File: config.mk
export PLATFORM = sky130hd
export DESIGN_NAME = phase_extract_ctrl
export DESIGN_NICKNAME = d
export VERILOG_FILES = /design/src/rtl/phase_pkg.sv /design/src/rtl/phase_extract_ctrl_watchdog.sv /design/src/rtl/phase_extract_ctrl.sv
export SDC_FILE = /design/constraint.sdc
export NUM_CORES = 1
export LEC_CHECK = 0
export CORE_UTILIZATION = 25
export CTS_BUF_LIST = sky130_fd_sc_hd__clkbuf_4
export DETAILED_ROUTE_END_ITERATION = 10
export PLACE_DENSITY_LB_ADDON = 0.1
export SLEW_MARGIN = 20
export SYNTH_ARGS = -nofsm -noshare
export SYNTH_HDL_FRONTEND = slang
export SYNTH_SLANG_ARGS = --single-unit
File: constraint.sdc
create_clock -name clk -period 3.5 [get_ports clk]
set_input_delay 0.7 -clock clk [delete_from_list [all_inputs] [get_ports clk]]
set_output_delay 0.7 -clock clk [all_outputs]
set_load 0.005 [all_outputs]
File: src/rtl/phase_pkg.sv
// Shared types for the phase-extraction run sequencer.
package phase_pkg;

  typedef logic signed [31:0] fp_t;

  localparam int FP_FRAC = 8;

  typedef enum logic [2:0] {
    IDLE     = 3'd0,
    LOAD     = 3'd1,
    WAIT_SOP = 3'd2,
    COLLECT  = 3'd3,
    NEXT     = 3'd4,
    DONE     = 3'd5,
    ABORT    = 3'd6
  } ctrl_state_t;

  typedef struct packed {
    fp_t freq;
    fp_t mag;
    fp_t phaseA;
    fp_t phaseB;
  } peak_t;

  // Strict signed comparison: ties keep the incumbent.
  function automatic logic peak_stronger(input peak_t cand, input peak_t best);
    return $signed(cand.mag) > $signed(best.mag);
  endfunction

endpackage

File: src/rtl/phase_extract_ctrl_watchdog.sv
// Cycle watchdog: counts enabled cycles since the last clear and flags the TIMEOUT-th one.
module watchdog_timer #(
  parameter int TIMEOUT = 65535
) (
  input  logic clk,
  input  logic reset,
  input  logic clear,
  input  logic enable,
  output logic expired
);

  localparam int CW = $clog2(TIMEOUT + 1);
  localparam logic [CW-1:0] LAST = CW'(TIMEOUT - 1);

  logic [CW-1:0] r_count;

  // Count enabled cycles, saturating on the expiry value.
  always_ff @(posedge clk) begin
    if (reset) begin
      r_count <= '0;
    end else if (clear) begin
      r_count <= '0;
    end else if (enable && (r_count != LAST)) begin
      r_count <= r_count + CW'(1);
    end else begin
      r_count <= r_count;
    end
  end

  assign expired = enable && (r_count == LAST);

endmodule

File: src/rtl/phase_extract_ctrl.sv
// Run sequencer for the phase-extraction datapath: reset pulses, packet tracking, strongest-peak pick.
// Optional macro PHASE_CTRL_AVG_EN: res_phaseA/res_phaseB become the mean of the per-run-best phases.
module phase_extract_ctrl
  import phase_pkg::*;
#(
  parameter int RUNS         = 4,
  parameter int RESET_CYCLES = 2,
  parameter int TIMEOUT      = 65535
) (
  input  logic                      clk,
  input  logic                      reset,
  input  logic                      start,
  input  logic                      fft_error,
  input  logic                      peak_sop,
  input  logic                      peak_eop,
  input  logic                      peak_valid,
  input  logic [31:0]               peak_freq,
  input  logic [31:0]               peak_mag,
  input  logic [31:0]               peak_phaseA,
  input  logic [31:0]               peak_phaseB,
  output logic                      time_reset,
  output logic                      fft_reset,
  output logic                      peak_reset,
  output logic                      busy,
  output logic                      done,
  output logic                      abort,
  output logic [$clog2(RUNS+1)-1:0] run_count,
  output logic [31:0]               res_freq,
  output logic [31:0]               res_mag,
  output logic [31:0]               res_phaseA,
  output logic [31:0]               res_phaseB
);

  localparam int RCW = $clog2(RUNS + 1);
  localparam int LCW = $clog2(RESET_CYCLES + 1);
  localparam logic [RCW-1:0] RUN_LAST  = RCW'(RUNS - 1);
  localparam logic [LCW-1:0] LOAD_LAST = LCW'(RESET_CYCLES - 1);

  ctrl_state_t    r_state;
  ctrl_state_t    w_next_state;
  logic [LCW-1:0] r_load_cnt;
  logic [RCW-1:0] r_run_count;
  peak_t          r_run_best;
  peak_t          r_glob_best;
  peak_t          r_res;
  peak_t          w_cand;
  peak_t          w_merged;
  peak_t          w_result;
  logic           r_dp_reset;
  logic           r_busy;
  logic           r_done;
  logic           r_abort;
  logic           w_in_wait;
  logic           w_expired;
  logic           w_meas_start;
  logic           w_sop_beat;
  logic           w_finish;

  assign w_cand       = '{freq: peak_freq, mag: peak_mag, phaseA: peak_phaseA, phaseB: peak_phaseB};
  assign w_in_wait    = (r_state == WAIT_SOP) || (r_state == COLLECT);
  assign w_meas_start = start && ((r_state == IDLE) || (r_state == DONE) || (r_state == ABORT));
  assign w_sop_beat   = (r_state == WAIT_SOP) && peak_valid && peak_sop;
  assign w_merged     = peak_stronger(r_run_best, r_glob_best) ? r_run_best : r_glob_best;
  assign w_finish     = (r_state == NEXT) && (w_next_state == DONE);

  // Any valid beat restarts the watchdog; it only runs while waiting on the datapath.
  watchdog_timer #(
    .TIMEOUT (TIMEOUT)
  ) u_watchdog (
    .clk     (clk),
    .reset   (reset),
    .clear   (peak_valid || !w_in_wait),
    .enable  (w_in_wait),
    .expired (w_expired)
  );

  // State register.
  always_ff @(posedge clk) begin
    if (reset) begin
      r_state <= IDLE;
    end else begin
      r_state <= w_next_state;
    end
  end

  // Next-state logic; fft_error outranks everything, a valid beat outranks the watchdog.
  always_comb begin
    w_next_state = r_state;
    case (r_state)
      IDLE, DONE, ABORT: begin
        if (start) w_next_state = LOAD;
        else       w_next_state = r_state;
      end
      LOAD: begin
        if (fft_error)                    w_next_state = ABORT;
        else if (r_load_cnt == LOAD_LAST) w_next_state = WAIT_SOP;
        else                              w_next_state = LOAD;
      end
      WAIT_SOP: begin
        if (fft_error)       w_next_state = ABORT;
        else if (w_sop_beat) w_next_state = peak_eop ? NEXT : COLLECT;
        else if (peak_valid) w_next_state = WAIT_SOP;
        else if (w_expired)  w_next_state = ABORT;
        else                 w_next_state = WAIT_SOP;
      end
      COLLECT: begin
        if (fft_error)                   w_next_state = ABORT;
        else if (peak_valid && peak_eop) w_next_state = NEXT;
        else if (peak_valid)             w_next_state = COLLECT;
        else if (w_expired)              w_next_state = ABORT;
        else                             w_next_state = COLLECT;
      end
      NEXT: begin
        if (fft_error)                    w_next_state = ABORT;
        else if (r_run_count == RUN_LAST) w_next_state = DONE;
        else                              w_next_state = LOAD;
      end
      default: w_next_state = IDLE;
    endcase
  end

  // Length of the datapath reset pulse.
  always_ff @(posedge clk) begin
    if (reset) begin
      r_load_cnt <= '0;
    end else if (r_state == LOAD) begin
      r_load_cnt <= r_load_cnt + LCW'(1);
    end else begin
      r_load_cnt <= '0;
    end
  end

  // Run-best and global-best tracking; the sop beat seeds the run-best.
  always_ff @(posedge clk) begin
    if (reset) begin
      r_run_best  <= '0;
      r_glob_best <= '0;
      r_run_count <= '0;
    end else if (w_meas_start) begin
      r_run_best  <= '0;
      r_glob_best <= '0;
      r_run_count <= '0;
    end else begin
      if (w_sop_beat) begin
        r_run_best <= w_cand;
      end else if ((r_state == COLLECT) && peak_valid && peak_stronger(w_cand, r_run_best)) begin
        r_run_best <= w_cand;
      end else begin
        r_run_best <= r_run_best;
      end
      if (r_state == NEXT) begin
        r_glob_best <= w_merged;
        r_run_count <= r_run_count + RCW'(1);
      end else begin
        r_glob_best <= r_glob_best;
        r_run_count <= r_run_count;
      end
    end
  end

`ifdef PHASE_CTRL_AVG_EN
  localparam int AVG_SH = $clog2(RUNS);
  localparam int AW     = 32 + AVG_SH;

  if ((1 << AVG_SH) != RUNS) begin : g_runs_not_pow2
    $error("phase_extract_ctrl: RUNS must be a power of two when averaging");
  end

  logic signed [AW-1:0] r_acc_a;
  logic signed [AW-1:0] r_acc_b;
  logic signed [AW-1:0] w_sum_a;
  logic signed [AW-1:0] w_sum_b;
  logic signed [AW-1:0] w_avg_a;
  logic signed [AW-1:0] w_avg_b;

  assign w_sum_a = r_acc_a + AW'($signed(r_run_best.phaseA));
  assign w_sum_b = r_acc_b + AW'($signed(r_run_best.phaseB));
  assign w_avg_a = w_sum_a >>> AVG_SH;
  assign w_avg_b = w_sum_b >>> AVG_SH;

  // Phase accumulators, one addition per completed run.
  always_ff @(posedge clk) begin
    if (reset || w_meas_start) begin
      r_acc_a <= '0;
      r_acc_b <= '0;
    end else if (r_state == NEXT) begin
      r_acc_a <= w_sum_a;
      r_acc_b <= w_sum_b;
    end else begin
      r_acc_a <= r_acc_a;
      r_acc_b <= r_acc_b;
    end
  end

  // Frequency/magnitude from the global best, phases from the averages.
  always_comb begin
    w_result        = w_merged;
    w_result.phaseA = w_avg_a[31:0];
    w_result.phaseB = w_avg_b[31:0];
  end
`else
  assign w_result = w_merged;
`endif

  // Registered outputs, decoded from the upcoming state so pulses line up with it.
  always_ff @(posedge clk) begin
    if (reset) begin
      r_dp_reset <= 1'b0;
      r_busy     <= 1'b0;
      r_done     <= 1'b0;
      r_abort    <= 1'b0;
      r_res      <= '0;
    end else begin
      r_dp_reset <= (w_next_state == LOAD) || ((w_next_state == ABORT) && (r_state != ABORT));
      r_busy     <= (w_next_state == LOAD) || (w_next_state == WAIT_SOP) ||
                    (w_next_state == COLLECT) || (w_next_state == NEXT);
      r_done     <= w_finish;
      r_abort    <= (w_next_state == ABORT) && (r_state != ABORT);
      if (w_finish) r_res <= w_result;
      else          r_res <= r_res;
    end
  end

  assign time_reset = r_dp_reset;
  assign fft_reset  = r_dp_reset;
  assign peak_reset = r_dp_reset;
  assign busy       = r_busy;
  assign done       = r_done;
  assign abort      = r_abort;
  assign run_count  = r_run_count;
  assign res_freq   = r_res.freq;
  assign res_mag    = r_res.mag;
  assign res_phaseA = r_res.phaseA;
  assign res_phaseB = r_res.phaseB;

endmodule
==> impl_metrics.py, run 1 <==
metrics = {
    "run_status": {
        "status": "completed",
    },
    "cells_and_area": {
        "drive_gt1_share_pct": 10.6,
        "instances_no_fill": 3412,
        "regArea_um2": 8250,
        "n_fill_cell": 7354,
        "area.growth.synth_to_final_pct": 31.5,
        "final_util_pct": 33.4,
        "fin_nets": 2604,
        "multiInputGateArea_um2": 8340,
    },
    "synthesis": {
        "seq_area_frac_synth_pct": 47.1,
        "synth_cell_types": 51,
        "synthFlopType": "dfxtp_1",
        "synthesis.area_um2": 17500,
        "async_reset_ff_share_pct": 0,
        "synth_warnings": 0,
        "syn_nets": 2306,
        "synth_edf_count": 0,
        "syn_area_per_cell_um2": 8.34,
        "postSynthCellCount": 2102,
        "synth_seq_cells": 412,
    },
    "setup_path": {
        "worst_ep_required_time_ns": 4.23,
        "worstPathCellList": "inv_1 -> ha_1 -> a41oi_1 -> o21ai_0 -> a211o_1 -> o32a_1 -> o31ai_4 -> buf_12 -> buf_12 -> nand2_1 -> a311oi_1",
        "critical_path_class": "flip-flop to flip-flop",
        "path_common_cell": "buf_12",
        "critPathCaptureType": "flip-flop",
        "cp_data_arrival_time_ns": 3.93,
        "worstRegToRegCells": 11,
        "cp_max_fo": 38,
        "crit_slowest_cell": "o32a_1",
        "critPathLaunchType": "flip-flop",
        "cp_slowest_stage_delay_ns": 0.37,
    },
    "drt": {
        "wl_mm": 56.1,
        "viasPerCell": 4.58,
        "post_drt_wl_per_cell_um": 16.4,
        "drcViolationCount": 0,
        "dr.first_iter.drc_count": 766,
        "ant_nets": 0,
        "drtPass1Iterations": 5,
        "vias": 15627,
    },
    "global_route": {
        "antenna_found_initial": 3,
        "grt_busiest_layer": "met2",
        "grt_util_met3_pct": 3.33,
        "grt_pass1_vias": 15715,
        "grt_max_degree": 84,
        "grt_pass1_wl_mm": 87.3,
        "use_met2_pct": 26.4,
        "track_usage_pct": 15.6,
        "grt-ovfl-total": 0,
        "use_met1_pct": 19.6,
    },
    "worst_hold_path": {
        "hp-class": "primary input to flip-flop",
        "holdPathStages": 2,
    },
    "clock_tree": {
        "cts_made_buffers": 116,
        "clkSinkCount": 412,
        "post_cts_buffers": 0,
        "ctsResizeCount": 0,
        "root_buffer": "clkbuf_4",
        "clkLatencyLatePin_ns": 0.86,
        "cts_hold_buffers": 0,
        "cts.path.max_buffers": 3,
        "cts_tree": "built",
        "cts.clk_slew.worst_paths_ns": 0.07,
        "htree_levels": 3,
    },
    "sta": {
        "setup_ws_ns": 0.305,
        "rsz0062_at_grt": "no",
        "min_period_ns": 3.20,
        "period_share_pct": 91.3,
        "hold_violations": 0,
        "finClkSkew_ns": 0.0564,
        "relSlewSlack_pct": 39.8,
        "whs_ns": 0.181,
        "setup_violations": 0,
        "slew_violations": 0,
        "tightest_slew_ns": 0.903,
        "timing.fmax_mhz": 313,
    },
    "power": {
        "combPwrFrac_pct": 13.5,
        "pwr-share-seq_pct": 45.6,
        "p_per_area_nw_per_um2": 454,
        "finalPower_mw": 10.5,
        "power.share.clock_pct": 40.9,
        "p_sw_mw": 3.00,
        "p_leak_nw": 7.79,
        "p_int_mw": 7.46,
        "p_sw_share_pct": 28.6,
        "vdd_ir_drop_max_mv": 0.193,
    },
    "floorplanning": {
        "fp.coreArea_um2": 68900,
        "num_io_pins": 272,
        "dieArea_um2": 71200,
        "start_util_pct": 25.4,
        "die_w_um": 267,
        "fp-row-count": 96,
        "fp.dieH_um": 267,
    },
    "placed_design": {
        "portBuffers": 271,
        "dp_cells": 3213,
        "place.gp.congestion": 0.773,
        "dpl.hpwl_mm": 37.9,
        "pre_cts_ws_ns": -0.333,
    },
    "run": {
        "cap_violations": 0,
    },
}
## final timing paths
| path | startpoint | to | slack, ns |
|---|---|---|---|
| min reg2reg | r_load_cnt[0] | r_load_cnt[0] | 0.44 |
| max reg2reg | r_glob_best[70] | res_phaseB[17] | 0.30 |
| max | r_glob_best[70] | res_phaseB[17] | 0.30 |
| min | reset | res_freq[28] | 0.18 |
## logic make-up after synthesis
logic type                 Yosys count  share of synthesized area [%]
AOI/OAI and AO/OA                  370                           13.8
xor gates and xnor gates            17                          0.849
adders and majority gates           69                           4.93
buffers and inverters              237                           5.67
DFF                                412                           47.1
muxes                              129                           7.37
and+or+nand+nor                    868                           20.4
## registers in the layout, summed over array words and instances (netlist names)
register	count
run_count	3
busy	1
res_freq	32
abort	1
res_phaseA	32
r_load_cnt	2
res_phaseB	32
done	1
fft_reset	1
res_mag	32
r_run_best	128
u_watchdog.r_count	16
r_state	3
r_glob_best	128
## area by class of cell
class                           instances  share of cell area (%)
Multi-Input combinational cell       1453                    36.2
Sequential cell                       412                    35.8
Timing Repair Buffer                  344                    15.7
Clock buffer                          173                    5.64
Tap cell                              931                    5.05
Inverter                               73                    1.19
Clock inverter                         25                   0.489
Antenna cell                            1                  0.0109
## through the flow
stage	setup TNS, ns	instance area, um^2
2_1_floorplan	0	17500
3_3_place_gp	-7.94	21600
3_5_place_dp	-25.25	21600
4_1_cts	0	23000
5_1_grt	0	23000
6_report	0	23000
## critical path: cells and delay by family, from the launching register on
kind | cells | cell delay (ns)
AOI/OAI and AO/OA | 6 | 1.72
adders and majority gates | 1 | 0.30
buffers and inverters | 3 | 0.60
DFF | 1 | 0.34
and+or+nand+nor | 1 | 0.08
## synthesized netlist by cell type (12+ instances only)
| cell type | n | share of area, % |
|---|---|---|
| buf_2 | 35 | 1.0 |
| nor2_1 | 195 | 4.2 |
| mux2i_1 | 128 | 7.3 |
| ha_1 | 69 | 4.9 |
| nand4_1 | 14 | 0.50 |
| o21ai_0 | 99 | 2.8 |
| o21ai_1 | 40 | 1.1 |
| nand3_1 | 140 | 4.0 |
| a211oi_1 | 36 | 1.5 |
| a21oi_1 | 67 | 1.9 |
| clkbuf_1 | 117 | 2.5 |
| xor2_1 | 12 | 0.60 |
| a311oi_1 | 98 | 4.9 |
| dfxtp_1 | 412 | 47 |
| inv_1 | 73 | 1.6 |
| nand2_1 | 482 | 10 |
## power groups by stage
stage / logic, mW / registers [mW] / clock network (mW)
2_1_floorplan: 0.735 / 4.86 / 0
3_3_place_gp: 1.44 / 4.87 / 0
3_5_place_dp: 1.44 / 4.88 / 0
4_1_cts: 1.44 / 4.77 / 4.50
5_1_grt: 1.53 / 4.77 / 4.75
6_report: 1.41 / 4.77 / 4.28
## cell usage in the layout, fill, tap and decap left out, types with 3 or more instances in the layout
master	n
buf_4	46
xor2_1	12
clkdlybuf4s50_1	270
or3_1	3
nand4_1	14
inv_1	73
xnor2_1	5
a21o_1	3
and2_1	3
a211oi_1	36
a311oi_1	98
o21ai_1	40
clkbuf_4	173
mux2i_1	128
nor2_1	195
nand2b_1	3
buf_12	28
nand3_1	140
nor3_1	6
o21ai_0	99
dfxtp_1	412
nor2b_1	6
ha_1	69
nor4_1	5
a21oi_1	66
clkinv_1	20
o211ai_1	4
nand2_1	482
and4_1	6
## routing by layer
metal,vias up,share of wire [%]
li1,7903,-
met1,7289,46
met2,347,47
met3,84,5.0
met4,4,1.9
met5,-,0.055
No activity file was read; power rests on OpenSTA's default activity.
==> run 2, diff against run 1 <==
- CTS_CLUSTER_DIAMETER: not set -> 100
==> results of run 2 <==
No change in the layout: final DEF, timing and power equal those of run 1.
==> RTL change, RTL diff (flow settings as in run 2) <==
Re-encode `ctrl_state_t` (7 states) as one-hot, 7 bits wide.
--- a/src/rtl/phase_pkg.sv
+++ b/src/rtl/phase_pkg.sv
@@ -6,12 +6,12 @@
   localparam int FP_FRAC = 8;
 
-  typedef enum logic [2:0] {
-    IDLE     = 3'd0,
-    LOAD     = 3'd1,
-    WAIT_SOP = 3'd2,
-    COLLECT  = 3'd3,
-    NEXT     = 3'd4,
-    DONE     = 3'd5,
-    ABORT    = 3'd6
+  typedef enum logic [6:0] {
+    IDLE     = 7'b0000001,
+    LOAD     = 7'b0000010,
+    WAIT_SOP = 7'b0000100,
+    COLLECT  = 7'b0001000,
+    NEXT     = 7'b0010000,
+    DONE     = 7'b0100000,
+    ABORT    = 7'b1000000
   } ctrl_state_t;
 
Function: same outputs for any inputs over 4 cycles, from zero or initial values and one cycle with reset high; so few cycles prove little.
==> RTL change against run 2 <==
- area after synthesis grew 3.4%
- worst setup slack better by 0.0071 ns
- routed wire length fell by 0.76%
- synthesized cell count decreased by 4.8%
- design area is 2.7% higher
- die area grew 3.4%
- sequential cell count grew 4
- clock skew is 0.0011 ns higher
Power is not compared: it rests on default switching activity, and its combinational part moved more than twofold at a synthesized area within 25%.
==> RTL change: results (changes against run 2) <==
metric,value,unit,change
status,"finished, final reports clean",,unchanged
syn_inst,2001,,was 2102
synth_nets,2205,,was 2306
yosysWarnings,0,,unchanged
port_buffers,271,,unchanged
seq_area_frac_synth,0.459,,was 0.471
cts_resized,0,,unchanged
grt.total_usage,0.151,,was 0.156
worstRegToRegCells,12,,was 11
min_from,reset,,unchanged
cts-root-buf,clkbuf_4,,unchanged
grt_pass1_wl,86700,µm,was 87300 µm
post-dp-hpwl,36900,µm,was 37900 µm
timing.rr.end,r_run_best[3],,was res_phaseB[17]
largestRegisters,"r_glob_best x128, r_run_best x128",,unchanged
fin_skew,0.0576,ns,was 0.0564 ns
globalplace.congestion,0.750,,was 0.773
grt_pass1_vias,15441,,was 15715
grt_max_degree,145,,was 84
r2r_start,r_run_best[78],,was r_glob_best[70]
r2r_slack,0.31,ns,
drive_gt1_frac,0.143,,was 0.106
dpl_cell_area,22000,µm²,was 21600 µm²
drt_first_pass_iters,4,,was 5
wl,55700,µm,was 56100 µm
wl_per_cell,16.7,µm,was 16.4 µm
h-tree-depth,4,,was 3
crit_path_top_delay_cell,nor4_1,,was o32a_1
fin_nets,2505,,was 2604
relSlewSlack,0.411,,was 0.398
cts_buffers,131,,was 116
clock_latency,0.91,ns,was 0.86 ns
dp.cells,3118,,was 3213
cts.clk_slew.worst_paths,0.06,ns,
synthArstFlopShare,0,,unchanged
ys_types,61,,was 51
hold_slack,0.184,ns,was 0.181 ns
post_cts_buffers,0,,unchanged
nFillCells,7600,,was 7354
viasPerCell,4.50,,was 4.58
p_leak,8.48,nW,
ir_worst_vdd,0.000215,V,
max_stage_delay,0.43,ns,was 0.37 ns
synth_common_cells,"416 x dfxtp_1, 350 x nand2_1, 225 x mux2i_1",,"was 482 x nand2_1, 412 x dfxtp_1, 195 x nor2_1"
min_to,r_state[2],,was res_freq[28]
drt-initial-drc-count,538,,was 766
ys_top_cells_by_area,"dfxtp_1 46%, mux2i_1 12%, nand2_1 7.2%",,"was dfxtp_1 47%, nand2_1 10%, mux2i_1 7.3%"
cp_data_arrival_time,3.97,ns,was 3.93 ns
clk_path_buf_depth,3,,unchanged
dp_worst_setup_slack,-0.435,ns,was -0.333 ns
cp_max_fo,19,,was 38
antenna_found_initial,4,,was 3
worstHoldPathType,input port to flip-flop,,unchanged
[RTL change: cell count changes in the layout (fill, tap and decap cells not counted), sizes merged, moves of 6 or more]
| cell | before | now |
|---|---|---|
| nand2 | 483 | 351 |
| mux2i | 128 | 225 |
| a311oi | 98 | 32 |
| a211oi | 36 | 100 |
| a21oi | 67 | 33 |
| nor2 | 195 | 166 |
| buf | 74 | 51 |
| clkbuf | 173 | 189 |
| clkinv | 23 | 13 |
| bufinv | 0 | 6 |
[RTL change: how the worst max path moves through the flow]
| stage | startpoint | slack [ns] | to |
|---|---|---|---|
| after floorplan | peak_mag[10] | 0.73 | r_run_best[57] |
| after global placement | peak_mag[14] | -0.34 | r_run_best[26] |
| after detailed placement | peak_mag[14] | -0.44 | r_run_best[3] |
| after CTS | r_run_best[78] | 0.17 | r_run_best[3] |
| after global routing | r_run_best[77] | 0.11 | r_run_best[10] |
| final | r_run_best[78] | 0.31 | r_run_best[3] |
[RTL change: area by class of cell]
class / instances / area, µm² / area share
Antenna cell: 4 / 10.0 / 0.000423
Timing Repair Buffer: 321 / 3400 / 0.144
Multi-Input combinational cell: 1359 / 8810 / 0.372
Clock inverter: 24 / 248 / 0.0105
Tap cell: 950 / 1190 / 0.0502
Sequential cell: 416 / 8330 / 0.352
Clock buffer: 189 / 1420 / 0.0599
Inverter: 72 / 270 / 0.0114
[RTL change: where the power goes]
part | total, mW | leakage [nW] | switching (mW) | internal (mW)
combinational | 0.552 | 4.14 | 0.320 | 0.231
clock | 5.05 | 0.996 | 2.17 | 2.88
sequential | 4.75 | 3.35 | 0.00505 | 4.74
total | 10.4 | 8.48 | 2.50 | 7.85
[RTL change: cell families after synthesis]
group,synth area share
simple gates,0.177
flops,0.459
compound gates,0.126
buf+inv,0.0576
mux,0.124
fa+ha+maj,0.0476
xor+xnor,0.00773
[RTL change: critical path, delay by kind of cell, from the launching register on]
family	cells	cell delay [ns]
xor+xnor	1	0.18
fa+ha+maj	1	0.31
mux	1	0.21
compound gates	4	0.80
simple gates	2	0.68
flops	1	0.42
buf+inv	3	0.45
[RTL change: layer usage]
layer,track usage,vias up,share of wire
met5,0,-,0.00049
met4,0.0562,4,0.021
met3,0.0589,93,0.073
met2,0.245,313,0.46
met1,0.179,6996,0.44
li1,-,7613,-
